File: src/rtl/quad_position_ctrl.sv
// ---------------------------------------------------------------------------
// quad_position_ctrl
//   Quadrature encoder position controller. The raw A/B phases and the index
//   pulse pass through a 2-flop synchronizer and a per-signal glitch filter.
//   The filtered A/B pair is Gray-decoded into forward, reverse or illegal
//   steps, and these steps drive a wrapping position counter. The counter
//   can also be cleared, preset by a load, or zeroed by the index pulse.
//
// Parameters
//   WIDTH       position counter width in bits
//   FILT        consecutive equal samples needed to accept a change (1..15)
//
// Ports
//   clk         system clock, rising edge
//   rst         asynchronous active-high reset
//   a_in, b_in  raw quadrature phases (asynchronous)
//   idx_in      raw index pulse (asynchronous)
//   idx_en      enables zeroing of position on a filtered index rising edge
//   clear       synchronous position clear (highest priority)
//   load        synchronous preset of position to load_value
//   load_value  preset value
//   cmp_value   compare target for cmp_hit
//   err_clr     clears the sticky error flag
//   position    two's-complement position count
//   dir         direction of the last accepted step (1 = forward)
//   step_pulse  one-cycle pulse per accepted step
//   cmp_hit     one-cycle pulse after position changes to cmp_value
//   err_flag    sticky illegal-transition flag
// ---------------------------------------------------------------------------
module quad_position_ctrl #(
    parameter int WIDTH = 16,
    parameter int FILT  = 3
) (
    input  logic             clk,
    input  logic             rst,
    input  logic             a_in,
    input  logic             b_in,
    input  logic             idx_in,
    input  logic             idx_en,
    input  logic             clear,
    input  logic             load,
    input  logic [WIDTH-1:0] load_value,
    input  logic [WIDTH-1:0] cmp_value,
    input  logic             err_clr,
    output logic [WIDTH-1:0] position,
    output logic             dir,
    output logic             step_pulse,
    output logic             cmp_hit,
    output logic             err_flag
);

    localparam logic [3:0]       CNT_LAST = 4'(FILT - 1);
    localparam logic [WIDTH-1:0] ONE      = {{(WIDTH-1){1'b0}}, 1'b1};

    // Bit order for all three-signal vectors: {idx, a, b}
    logic [2:0]       sync1_q, sync2_q;
    logic [2:0]       filt_q;
    logic [3:0]       cnt_q [3];

    logic [1:0]       ab_q;
    logic             idx_prev_q;
    logic             fwd_d, rev_d, ill_d;
    logic             fwd_q, rev_q, ill_q, idx_rise_q;

    logic [WIDTH-1:0] position_d, position_q;
    logic             dir_d, dir_q;
    logic             err_d, err_q;
    logic             step_q, chg_q, cmp_hit_q;

    // Synchronizers and glitch filters. A filter only moves after FILT
    // consecutive samples disagree with it; one agreeing sample restarts it.
    always_ff @(posedge clk or posedge rst) begin
        if (rst) begin
            sync1_q <= '0;
            sync2_q <= '0;
            filt_q  <= '0;
            for (int i = 0; i < 3; i++) begin
                cnt_q[i] <= '0;
            end
        end else begin
            sync1_q <= {idx_in, a_in, b_in};
            sync2_q <= sync1_q;
            for (int i = 0; i < 3; i++) begin
                if (sync2_q[i] == filt_q[i]) begin
                    cnt_q[i] <= '0;
                end else if (cnt_q[i] == CNT_LAST) begin
                    filt_q[i] <= sync2_q[i];
                    cnt_q[i]  <= '0;
                end else begin
                    cnt_q[i] <= cnt_q[i] + 4'd1;
                end
            end
        end
    end

    // Gray decode of previous vs. current filtered {A,B}.
    // Forward order is 00 -> 01 -> 11 -> 10 -> 00.
    always_comb begin
        fwd_d = 1'b0;
        rev_d = 1'b0;
        ill_d = 1'b0;
        case ({ab_q, filt_q[1:0]})
            4'b0001, 4'b0111, 4'b1110, 4'b1000: fwd_d = 1'b1;
            4'b0010, 4'b1011, 4'b1101, 4'b0100: rev_d = 1'b1;
            4'b0011, 4'b1100, 4'b0110, 4'b1001: ill_d = 1'b1;
            default: ;
        endcase
    end

    // Decode stage: the state register always follows the filtered value,
    // including after an illegal transition.
    always_ff @(posedge clk or posedge rst) begin
        if (rst) begin
            ab_q       <= '0;
            idx_prev_q <= 1'b0;
            fwd_q      <= 1'b0;
            rev_q      <= 1'b0;
            ill_q      <= 1'b0;
            idx_rise_q <= 1'b0;
        end else begin
            ab_q       <= filt_q[1:0];
            idx_prev_q <= filt_q[2];
            fwd_q      <= fwd_d;
            rev_q      <= rev_d;
            ill_q      <= ill_d;
            idx_rise_q <= filt_q[2] & ~idx_prev_q;
        end
    end

    // Position priority: clear, load, index, step. A discarded step still
    // shows up on step_pulse and dir. A new illegal event beats err_clr.
    always_comb begin
        position_d = position_q;
        if (clear) begin
            position_d = '0;
        end else if (load) begin
            position_d = load_value;
        end else if (idx_rise_q && idx_en) begin
            position_d = '0;
        end else if (fwd_q) begin
            position_d = position_q + ONE;
        end else if (rev_q) begin
            position_d = position_q - ONE;
        end

        dir_d = dir_q;
        if (fwd_q) begin
            dir_d = 1'b1;
        end else if (rev_q) begin
            dir_d = 1'b0;
        end

        err_d = err_q;
        if (ill_q) begin
            err_d = 1'b1;
        end else if (err_clr) begin
            err_d = 1'b0;
        end
    end

    // Output registers. cmp_hit looks at the value the position register
    // took on the previous edge, and only if that edge actually changed it.
    always_ff @(posedge clk or posedge rst) begin
        if (rst) begin
            position_q <= '0;
            dir_q      <= 1'b0;
            step_q     <= 1'b0;
            err_q      <= 1'b0;
            chg_q      <= 1'b0;
            cmp_hit_q  <= 1'b0;
        end else begin
            position_q <= position_d;
            dir_q      <= dir_d;
            step_q     <= fwd_q | rev_q;
            err_q      <= err_d;
            chg_q      <= (position_d != position_q);
            cmp_hit_q  <= chg_q && (position_q == cmp_value);
        end
    end

    assign position   = position_q;
    assign dir        = dir_q;
    assign step_pulse = step_q;
    assign cmp_hit    = cmp_hit_q;
    assign err_flag   = err_q;

endmodule

File: config.mk
export PLATFORM = sky130hd
export DESIGN_NAME = quad_position_ctrl
export DESIGN_NICKNAME = d
export VERILOG_FILES = /design/src/rtl/quad_position_ctrl.sv
export SDC_FILE = /design/constraint.sdc
export NUM_CORES = 1
export LEC_CHECK = 0
export ABC_AREA = 1
export CORE_ASPECT_RATIO = 1.75
export CORE_MARGIN = 10
export CORE_UTILIZATION = 48
export CTS_CLUSTER_DIAMETER = 100
export CTS_CLUSTER_SIZE = 10
export DETAILED_ROUTE_END_ITERATION = 8
export GPL_ROUTABILITY_DRIVEN = 0
export GPL_TIMING_DRIVEN = 0
export PLACE_DENSITY_LB_ADDON = 0.3
export SYNTH_ARGS = -nofsm -noshare
export SYNTH_HDL_FRONTEND = slang
export SYNTH_SLANG_ARGS = --single-unit
File: constraint.sdc
create_clock -name clk -period 1.7 [get_ports clk]
set_input_delay 0.34 -clock clk [delete_from_list [all_inputs] [get_ports clk]]
set_output_delay 0.34 -clock clk [all_outputs]
set_load 0.03 [all_outputs]
==> key figures, run 1 <==
Clock network
  – Clock buffer count from CTS: 5
  – CTS Buffer Depth: 2
  – Worst-path clk slew: 0.07 ns
  – CTS tree: yes
  – Skew-Pair Late Insertion Delay: 0.30 ns
  – Clock sink count: just under 50
  – Clock root cell: clkbuf_16
  – Htree depth: 2

Logic synthesis
  – Synthesized flop and latch total: 49
  – Ys async rst share: 1.00
  – Synth cell types: 38
  – Mapped Nets: roughly 500
  – Mapped Area: 3230 sq um
  – Sequential cell area fraction in the yosys report: 0.380
  – Syn Area/Cell: approximately 7 sq um
  – Synth warn: 0
  – Synth Instances: 450
  – Main flop type after synthesis: dfrtp_1
  – Post-synth EDFFs: 0

STA
  – Tcrit/Tclk final: 1.24
  – Clock Skew: 0.00672 ns
  – Final hold viol count: 0
  – Worst slew pin tran: about 0.54 ns
  – Final setup fails: 2
  – Slew headroom: 0.641
  – Post-layout min period: 2.11 ns
  – Fmax: 474 MHz
  – Setup ws final: -0.408 ns
  – Slew Limit Fails: 0
  – RSZ-0062 raised after global routing: yes

Global route
  – GRT Resource Usage Total: 0.183
  – Vias in the first global route: 3290
  – First-pass GRT wire length: 15300 um
  – Initial antenna violation count: 0
  – Total grt overflow: 0
  – Largest net degree at the start of global routing: 29

Route
  – Detail Route Antenna Nets: 0
  – Routed WL: ~9600 um
  – DRC errors left: 0
  – Vias after detailed routing: roughly 3300
  – Via-to-Cell Ratio: 5.33
  – Iter 0 DRT Violations: 249
  – DRT Pass-1 Iters: 5
  – Wire per inst: 15.5 um

Cells and area
  – Post-Layout Cell Count: about 600
  – Register Area: 1230 sq um
  – Final net count: 581
  – Fill cell count: between 500 and 600
  – Multi-input gate area: 1910 sq um
  – Most common cell after layout, fill and taps aside: nand2_1
  – Layout cells sized above 1: 0.210
  – Layout area overhead: 39.6%
  – Commonest non-fill, non-tap cells in the layout: nand2_1, dfrtp_1, inv_1, clkdlybuf4s50_1, nor2_1
  – Design Area, Final: 4510 sq um
  – Antenna fix cells: 0

Placement
  – Placed Cells: 592
  – Hpwl dp: 7020 um
  – Post-place instance area: slightly below 4000 sq um
  – PortBufs: around 60

Run status
  – Status: finished with violations
  – Violated checks: setup timing

Setup path
  – Slowest Stage Delay on Critical Path: 0.43 ns
  – Critical Path End Type: register
  – Crit path max fanout: 5
  – Worst EP required: 1.87 ns
  – Setup CP Type: reg -> reg
  – Critical Path Most Common Cell: nand2_1
  – Worst path slowest cell: dfrtp_2
  – Critical-path cell list: inv_2, ha_4, inv_2, nor2_2, nand2_2, nand2_4, nand3_4, nor2_4, nand2_1, nand2_1, nand3_2, nand2_2, nand3_2, nand2_1, nand2_1, nor2_2, nand3_2
  – Crit path DAT: 2.28 ns
  – CP startpoint kind: register

Worst hold path
  – Hold Crit Class: reg -> reg

Pwr
  – Worst IR drop on VDD: about 1.0 mV
  – Lkg Pwr: about 2.3 nW
  – Pwr dens: around 1200 nW/um^2

Floorplanning
  – # rows: 39
  – Die width: 82.0 um
  – Die area: 10500 sq um
  – I/O pin total: around 60
  – Initial Util: 0.494
  – Core ar.: 6540 sq um
  – Die height: 129 um

Flow run
  – Max Cap Violations: 0
sequential cells by signal, summed over array words and instances (netlist names):
name / flops
ab_q: 2
chg_q: 1
cmp_hit: 1
cnt_q: 12
dir: 1
err_flag: 1
filt_q: 3
fwd_q: 1
idx_prev_q: 1
idx_rise_q: 1
ill_q: 1
position: 16
rev_q: 1
step_pulse: 1
sync1_q: 3
sync2_q: 3
worst max-delay path, delay by kind of cell (launching register included):
family / cells / cell delay, ns
flops: 1 / 0.43
buf+inv: 2 / 0.12
simple gates: 14 / 1.27
fa+ha+maj: 1 / 0.14
cell families after synthesis:
family                   count (synthesis)  share of synthesized area
AO/OA/AOI/OAI                           39                     0.0728
XOR/XNOR                                19                     0.0515
adder cells (fa/ha/maj)                  8                     0.0310
buffers and inverters                   70                      0.109
flip-flops                              49                      0.380
multiplexers                             2                    0.00697
AND/OR/NAND/NOR                        263                      0.349
per-stage QoR:
| step | utilization | hold slack [ns] | setup WS (ns) | setup TNS (ns) | power (W) |
|---|---|---|---|---|---|
| global route | 0.689 | 0.358 | -0.534 | -1.37 | 0.00565 |
| CTS | 0.643 | 0.354 | -0.408 | -0.503 | 0.00500 |
| global placement | 0.601 | 0.336 | -0.932 | -39.75 | 0.00379 |
| floorplan | - | 0.331 | -0.213 | -0.213 | 0.00322 |
| detailed placement | 0.604 | 0.339 | -0.712 | -1.47 | 0.00387 |
| finish | 0.689 | 0.352 | -0.408 | -0.687 | 0.00527 |
routing by layer:
layer,up-vias,track usage,wire (um)
li1,1584,-,-
met1,1538,0.182,3280
met2,119,0.341,5300
met3,35,0.0328,428
met4,0,0.0946,563
met5,-,0,0
final cells by class:
cell class	instances	area share
multi-input combinational	331	0.423
timing repair buffer	75	0.163
sequential	49	0.273
clock buffer	5	0.0278
tap	82	0.0228
buffer	16	0.0369
clock inverter	3	0.00638
inverter	54	0.0464
timing repair:
action | CTS | global route
resized for setup | 20 | 75
gates cloned | 0 | 0
setup buffers | 8 | 7
setup endpoints to repair | 15 | 20
pin swaps | 8 | 29
hold buffers | 0 | 0
cells in the mapped netlist, drive strengths merged, types with 3 or more instances:
cell    count  share of area
ha          8          0.031
nand4       8          0.015
clkbuf      7          0.022
inv        53          0.062
o21ai      22          0.038
dfrtp      49           0.38
nand2     140           0.16
a21oi       8          0.014
or2         3         0.0058
buf         9          0.024
nor2       59          0.078
xnor2       5          0.014
nand3      48          0.076
xor2       14          0.038
path summary, 6_finish.rpt:
| check | start | end | slack [ns] | cells after the start |
|---|---|---|---|---|
| worst min-delay path | sync1_q[2] | sync2_q[2] | 0.35 | 0 |
| worst min register to register | sync1_q[2] | sync2_q[2] | 0.35 | 0 |
| worst max register to register | position[1] | chg_q | -0.41 | 17 |
| max in group asynchronous | rst | position[1] | 0.76 | 3 |
| worst max-delay path | position[1] | chg_q | -0.41 | 17 |
| min in group asynchronous | rst | filt_q[2] | 0.40 | 2 |
report_power, final:
| group | switching [W] | internal (W) |
|---|---|---|
| sequential | 0.000257 | 0.00145 |
| clock | 0.000481 | 0.000564 |
| combinational | 0.00150 | 0.00102 |
| total | 0.00224 | 0.00303 |
Power figures use the tool's default switching activity.
==> run 2, diff against run 1 <==
--- a/config.mk
+++ b/config.mk
@@ -6,6 +6,7 @@
 export NUM_CORES = 1
 export LEC_CHECK = 0
 export ABC_AREA = 1
+export CAP_MARGIN = 30
 export CORE_ASPECT_RATIO = 1.75
 export CORE_MARGIN = 10
 export CORE_UTILIZATION = 48
==> key figures, run 2 (synthesized netlist as in run 1, its figures left out) <==
Setup path
  – WP depth: 17
  – Slowest Stage Delay on Critical Path: 0.43 ns
  – Worst EP required: 1.87 ns
  – R2r worst-path depth: 17
  – Critical Path Most Common Cell: nand2_1
  – Critical-path cell list: inv_2, ha_4, inv_2, nor2_2, nand2_2, nand2_4, nand3_4, nor2_4, nand2_1, nand2_1, nand3_2, nand2_2, nand3_2, nand2_1, nand2_1, nor2_2, nand3_2
  – Worst path slowest cell: dfrtp_2
  – Crit path max fanout: 5
  – Setup CP Type: reg -> reg
  – Worst Path Buf+Inv: 2
  – CP startpoint kind: register
  – Critical Path End Type: register
  – Kind of cell adding the most delay to the critical path: simple AND/OR/NAND/NOR gates
  – Crit path DAT: 2.28 ns

STA
  – Slew headroom: 0.641
  – Fmax: ~470 MHz
  – Post-layout min period: between 2 and 2.5 ns
  – Clock Skew: between 0.006 and 0.007 ns
  – RSZ-0062 raised after global routing: yes
  – Worst slew pin tran: roughly 0.54 ns
  – Tcrit/Tclk final: 1.24
  – Slew Limit Fails: 0
  – Final setup fails: 2
  – Final hold viol count: 0
  – Setup ws final: -0.408 ns

Clock network
  – Worst-path clk slew: 0.07 ns
  – Clock root cell: clkbuf_16
  – Htree depth: 2
  – CTS Hold Bufs: 0
  – CTS Buffer Depth: 2
  – Skew-Pair Late Insertion Delay: 0.30 ns
  – Clock sink count: 49
  – CTS tree: yes
  – Clock buffer count from CTS: 5

Floorplanning
  – Core ar.: 6540 sq um
  – Die area: 10500 sq um
  – Die width: 82.0 um
  – # rows: 39
  – Die height: about 130 um
  – I/O pin total: 61
  – Initial Util: 0.494

Cells and area
  – Commonest non-fill, non-tap cells in the layout: nand2_1, dfrtp_1, inv_1, clkdlybuf4s50_1, nor2_1
  – Final net count: about 580
  – Antenna fix cells: 0
  – Fill cell count: 566
  – Design Area, Final: between 4000 and 5000 sq um
  – Most common cell after layout, fill and taps aside: nand2_1
  – Multi-input gate area: 1910 sq um
  – Max reg flops: 16
  – Register Area: 1230 sq um
  – Final Core Density: 0.689
  – Layout area overhead: 39.6%
  – Layout cells sized above 1: 0.210

Flow run
  – Max Cap Violations: 0

Route
  – DRT Pass-1 Iters: 5
  – Via-to-Cell Ratio: 5.33
  – Routed WL: 9560 um
  – Wire per inst: 15.5 um
  – Detail Route Antenna Nets: 0
  – Iter 0 DRT Violations: 249
  – DRC errors left: 0
  – Vias after detailed routing: 3276

Global route
  – Vias in the first global route: 3290
  – Largest net degree at the start of global routing: 29
  – First-pass GRT wire length: between 15000 and 20000 um
  – GRT Resource Usage Total: 0.183
  – Initial antenna violation count: 0
  – Total grt overflow: 0

Run status
  – Status: finished with violations
  – Violated checks: setup timing

Placement
  – PortBufs: a little under 60
  – Post-place instance area: 3950 sq um
  – Hpwl dp: 7020 um

Pwr
  – Lkg Pwr: 2.34 nW
  – Pwr dens: 1170 nW/um^2
  – Worst IR drop on VDD: approximately 1.0 mV

Worst hold path
  – Hold Crit Class: reg -> reg
  – Hold path depth: 0
[run 2: worst register-to-register path, cell delays in order, from the launching register on]
cell,delay [ns]
dfrtp_2,0.43
inv_2,0.09
ha_4,0.14
inv_2,0.03
nor2_2,0.11
nand2_2,0.08
nand2_4,0.10
nand3_4,0.08
nor2_4,0.16
nand2_1,0.08
nand2_1,0.10
nand3_2,0.07
nand2_2,0.09
nand3_2,0.07
nand2_1,0.07
nand2_1,0.05
nor2_2,0.12
nand3_2,0.10
[run 2: report_power, final]
part	switching (W)	leakage, nW	total, W	internal [W]
clock	0.000481	0.0763	0.00105	0.000564
combinational	0.00150	1.65	0.00252	0.00102
sequential	0.000257	0.620	0.00170	0.00145
total	0.00224	2.34	0.00527	0.00303
[run 2: stage by stage]
| step | power [W] | hold WS, ns | cells | worst slack (ns) | TNS, ns |
|---|---|---|---|---|---|
| floorplan | 0.00322 | 0.331 | 450 | -0.213 | -0.213 |
| global placement | 0.00379 | 0.336 | 591 | -0.932 | -39.75 |
| detailed placement | 0.00387 | 0.339 | 592 | -0.712 | -1.47 |
| CTS | 0.00500 | 0.354 | 608 | -0.408 | -0.503 |
| global route | 0.00565 | 0.358 | 615 | -0.534 | -1.37 |
| finish | 0.00527 | 0.352 | 615 | -0.408 | -0.687 |
[run 2: repair_timing]
item | 4_1_cts | 5_1_grt
endpoints found under the setup margin | 15 | 20
cloned | 0 | 0
resized for setup | 20 | 75
pin swaps | 8 | 29
setup buffers | 8 | 7
[run 2: metal layers]
metal / routed length (um) / track usage / up-vias
li1: - / - / 1584
met1: 3280 / 0.182 / 1538
met2: 5300 / 0.341 / 119
met3: 428 / 0.0328 / 35
met4: 563 / 0.0946 / 0
met5: 0 / 0 / -
[run 2: layout make-up]
type | instances | share of cell area
Clock inverter | 3 | 0.00638
Inverter | 54 | 0.0464
Clock buffer | 5 | 0.0278
Timing Repair Buffer | 75 | 0.163
Sequential cell | 49 | 0.273
Buffer | 16 | 0.0369
Multi-Input combinational cell | 331 | 0.423
Tap cell | 82 | 0.0228
[run 2: path summary, 6_finish.rpt]
| path | startpoint | end | slack (ns) |
|---|---|---|---|
| min in group asynchronous | rst | filt_q[2] | 0.40 |
| worst max-delay path | position[1] | chg_q | -0.41 |
| worst max register to register | position[1] | chg_q | -0.41 |
| worst min-delay path | sync1_q[2] | sync2_q[2] | 0.35 |
| worst min register to register | sync1_q[2] | sync2_q[2] | 0.35 |
| max in group asynchronous | rst | position[1] | 0.76 |
==> run 3, diff against run 2 <==
--- a/config.mk
+++ b/config.mk
@@ -9,7 +9,7 @@
 export CAP_MARGIN = 30
 export CORE_ASPECT_RATIO = 1.75
 export CORE_MARGIN = 10
-export CORE_UTILIZATION = 48
+export CORE_UTILIZATION = 57
 export CTS_CLUSTER_DIAMETER = 100
 export CTS_CLUSTER_SIZE = 10
 export DETAILED_ROUTE_END_ITERATION = 8
==> constraint.sdc (replaced) <==
create_clock -name clk -period 2.58 [get_ports clk]
set_input_delay 0.516 -clock clk [delete_from_list [all_inputs] [get_ports clk]]
set_output_delay 0.516 -clock clk [all_outputs]
set_load 0.03 [all_outputs]
==> key figures, run 3 (synthesized netlist as in run 1, its figures left out) <==
Placement
  – Hpwl dp: 6840 um
  – PortBufs: 59
  – Worst slack, placed: ~0.050 ns
  – Placed Cells: 586

STA
  – Post-layout min period: 2.34 ns
  – Slew headroom: 0.625
  – Final setup fails: 0
  – Setup ws final: 0.238 ns
  – Worst slew pin tran: 0.562 ns
  – Clock Skew: 0.0174 ns
  – WHS: roughly 0.35 ns
  – RSZ-0062 raised after global routing: no
  – Fmax: 427 MHz
  – Slew Limit Fails: 0
  – Tcrit/Tclk final: 0.908
  – Final hold viol count: 0

Floorplanning
  – # rows: 36
  – Die height: 120 um
  – Initial Util: 0.583
  – Core ar.: approximately 5500 sq um
  – Die area: 9190 sq um
  – Die width: 76.9 um
  – I/O pin total: 61

Cells and area
  – Antenna fix cells: 0
  – Multi-input gate area: 1650 sq um
  – Layout area overhead: 24.6%
  – Post-Layout Cell Count: slightly below 600
  – Register Area: about 1200 sq um
  – Fill cell count: between 400 and 500
  – Max reg flops: 16
  – Final Core Density: 0.727
  – Layout cells sized above 1: 0.0909
  – Commonest non-fill, non-tap cells in the layout: nand2_1, clkdlybuf4s50_1, nor2_1
  – Most common cell after layout, fill and taps aside: nand2_1
  – Final net count: between 500 and 600

Clock network
  – Worst-path clk slew: 0.10 ns
  – Resized cells post-CTS: 0
  – CTS tree: yes
  – Clock root cell: clkbuf_8
  – Clock buffer count from CTS: 5
  – Clock sink count: 49
  – CTS Hold Bufs: 0
  – Setup Fix Bufs, Post-CTS: 0
  – CTS Buffer Depth: 2
  – Htree depth: 2
  – Skew-Pair Late Insertion Delay: 0.32 ns

Route
  – Detail Route Antenna Nets: 0
  – Met2 routed WL: about 4900 um
  – Top sig layer: met4
  – Via-to-Cell Ratio: 5.34
  – DRC errors left: 0
  – M1 wire length: 3000 um
  – DRT Pass-1 Iters: 5
  – Wire per inst: 14.6 um
  – Met3 WL: between 400 and 500 um
  – Iter 0 DRT Violations: 236
  – Routed WL: 8680 um
  – Vias after detailed routing: 3165

Worst hold path
  – Hold path depth: 0
  – Hold Crit Start: sync1_q[1]
  – Hold Crit Endpoint: sync2_q[1]
  – Hold Crit Class: reg -> reg

Setup path
  – Crit path max fanout: 7
  – Crit path DAT: around 2.5 ns
  – R2r worst-path depth: 15
  – Worst Path Buf+Inv: 2
  – Critical Path End Type: register
  – Critical-path cell list: inv_2, ha_1, inv_1, nor2_1, nand2_1, nand2_2, nand2_1, nor2_2, a21oi_1, o21ai_2, nand2_1, nand2_1, nand3_1, nor2_1, nand3_1
  – Setup CP Type: reg -> reg
  – Worst reg2reg startpoint: position[0]
  – Critical Path Most Common Cell: nand2_1
  – Worst path slowest cell: dfrtp_1
  – CP startpoint kind: register
  – Worst EP required: 2.77 ns
  – RR Endpoint: chg_q
  – Slowest Stage Delay on Critical Path: 0.45 ns
  – Kind of cell adding the most delay to the critical path: simple AND/OR/NAND/NOR gates
  – Setup slack, reg-to-reg: 0.24 ns

Pwr
  – Worst IR drop on VDD: 0.571 mV
  – Total power: 0.00300 W
  – Switching Share: 0.423
  – Psw: 0.00127 W
  – Int Pwr: around 0.0017 W
  – Clock power frac: 0.156
  – Sequential power share: 0.370
  – Lkg Pwr: between 2 and 2.5 nW
  – Combinational share of power: 0.474
  – Pwr dens: 746 nW/um^2

Global route
  – Initial antenna violation count: 0
  – Largest net degree at the start of global routing: 33
  – Total grt overflow: 0
  – GRT Resource Usage Total: 0.193
  – Vias in the first global route: 3248
  – First-pass GRT wire length: 14500 um

Flow run
  – Max Cap Violations: 0

Run status
  – Status: completed
[run 3: layout make-up]
| cell class | instances | area share |
|---|---|---|
| Multi-Input combinational cell | 331 | 0.410 |
| Buffer | 16 | 0.0373 |
| Sequential cell | 49 | 0.305 |
| Timing Repair Buffer | 60 | 0.152 |
| Clock buffer | 6 | 0.0205 |
| Inverter | 54 | 0.0504 |
| Clock inverter | 1 | 0.00187 |
| Tap cell | 76 | 0.0236 |
[run 3: per-stage QoR]
stage                     cell area [sq um]  setup TNS (ns)
after detailed placement               3940               0
after CTS                              4030               0
after global placement                 3920           -3.40
after floorplan                        3230               0
after global routing                   4030               0
final                                  4030               0
[run 3: per-layer routing]
layer / global-route usage / vias up
li1: - / 1557
met1: 0.179 / 1455
met2: 0.371 / 121
met3: 0.0419 / 32
met4: 0.117 / 0
met5: 0 / -
[run 3: worst max-delay path by stage]
stage | start | end | slack (ns) | cells after the start
floorplan | position[1] | chg_q | 0.54 | 16
global placement | rst | cmp_hit | -0.07 | 2
detailed placement | idx_en | chg_q | 0.05 | 11
CTS | position[0] | chg_q | 0.30 | 15
global route | position[1] | chg_q | 0.05 | 15
finish | position[0] | chg_q | 0.24 | 15
[run 3: power by group through the flow]
stage | logic [W] | registers [W] | clock network [W]
after global placement | 0.00136 | 0.00112 | 0
after detailed placement | 0.00141 | 0.00113 | 0
final | 0.00142 | 0.00111 | 0.000469
after floorplan | 0.000908 | 0.00120 | 0
after CTS | 0.00142 | 0.00111 | 0.000478
after global routing | 0.00162 | 0.00113 | 0.000511
[run 3: worst reg2reg max path, delay by kind of cell (launching register included)]
family,cells,cell delay (ns)
AO/OA/AOI/OAI,2,0.28
flip-flops,1,0.45
buffers and inverters,2,0.22
AND/OR/NAND/NOR,10,1.07
adder cells (fa/ha/maj),1,0.21
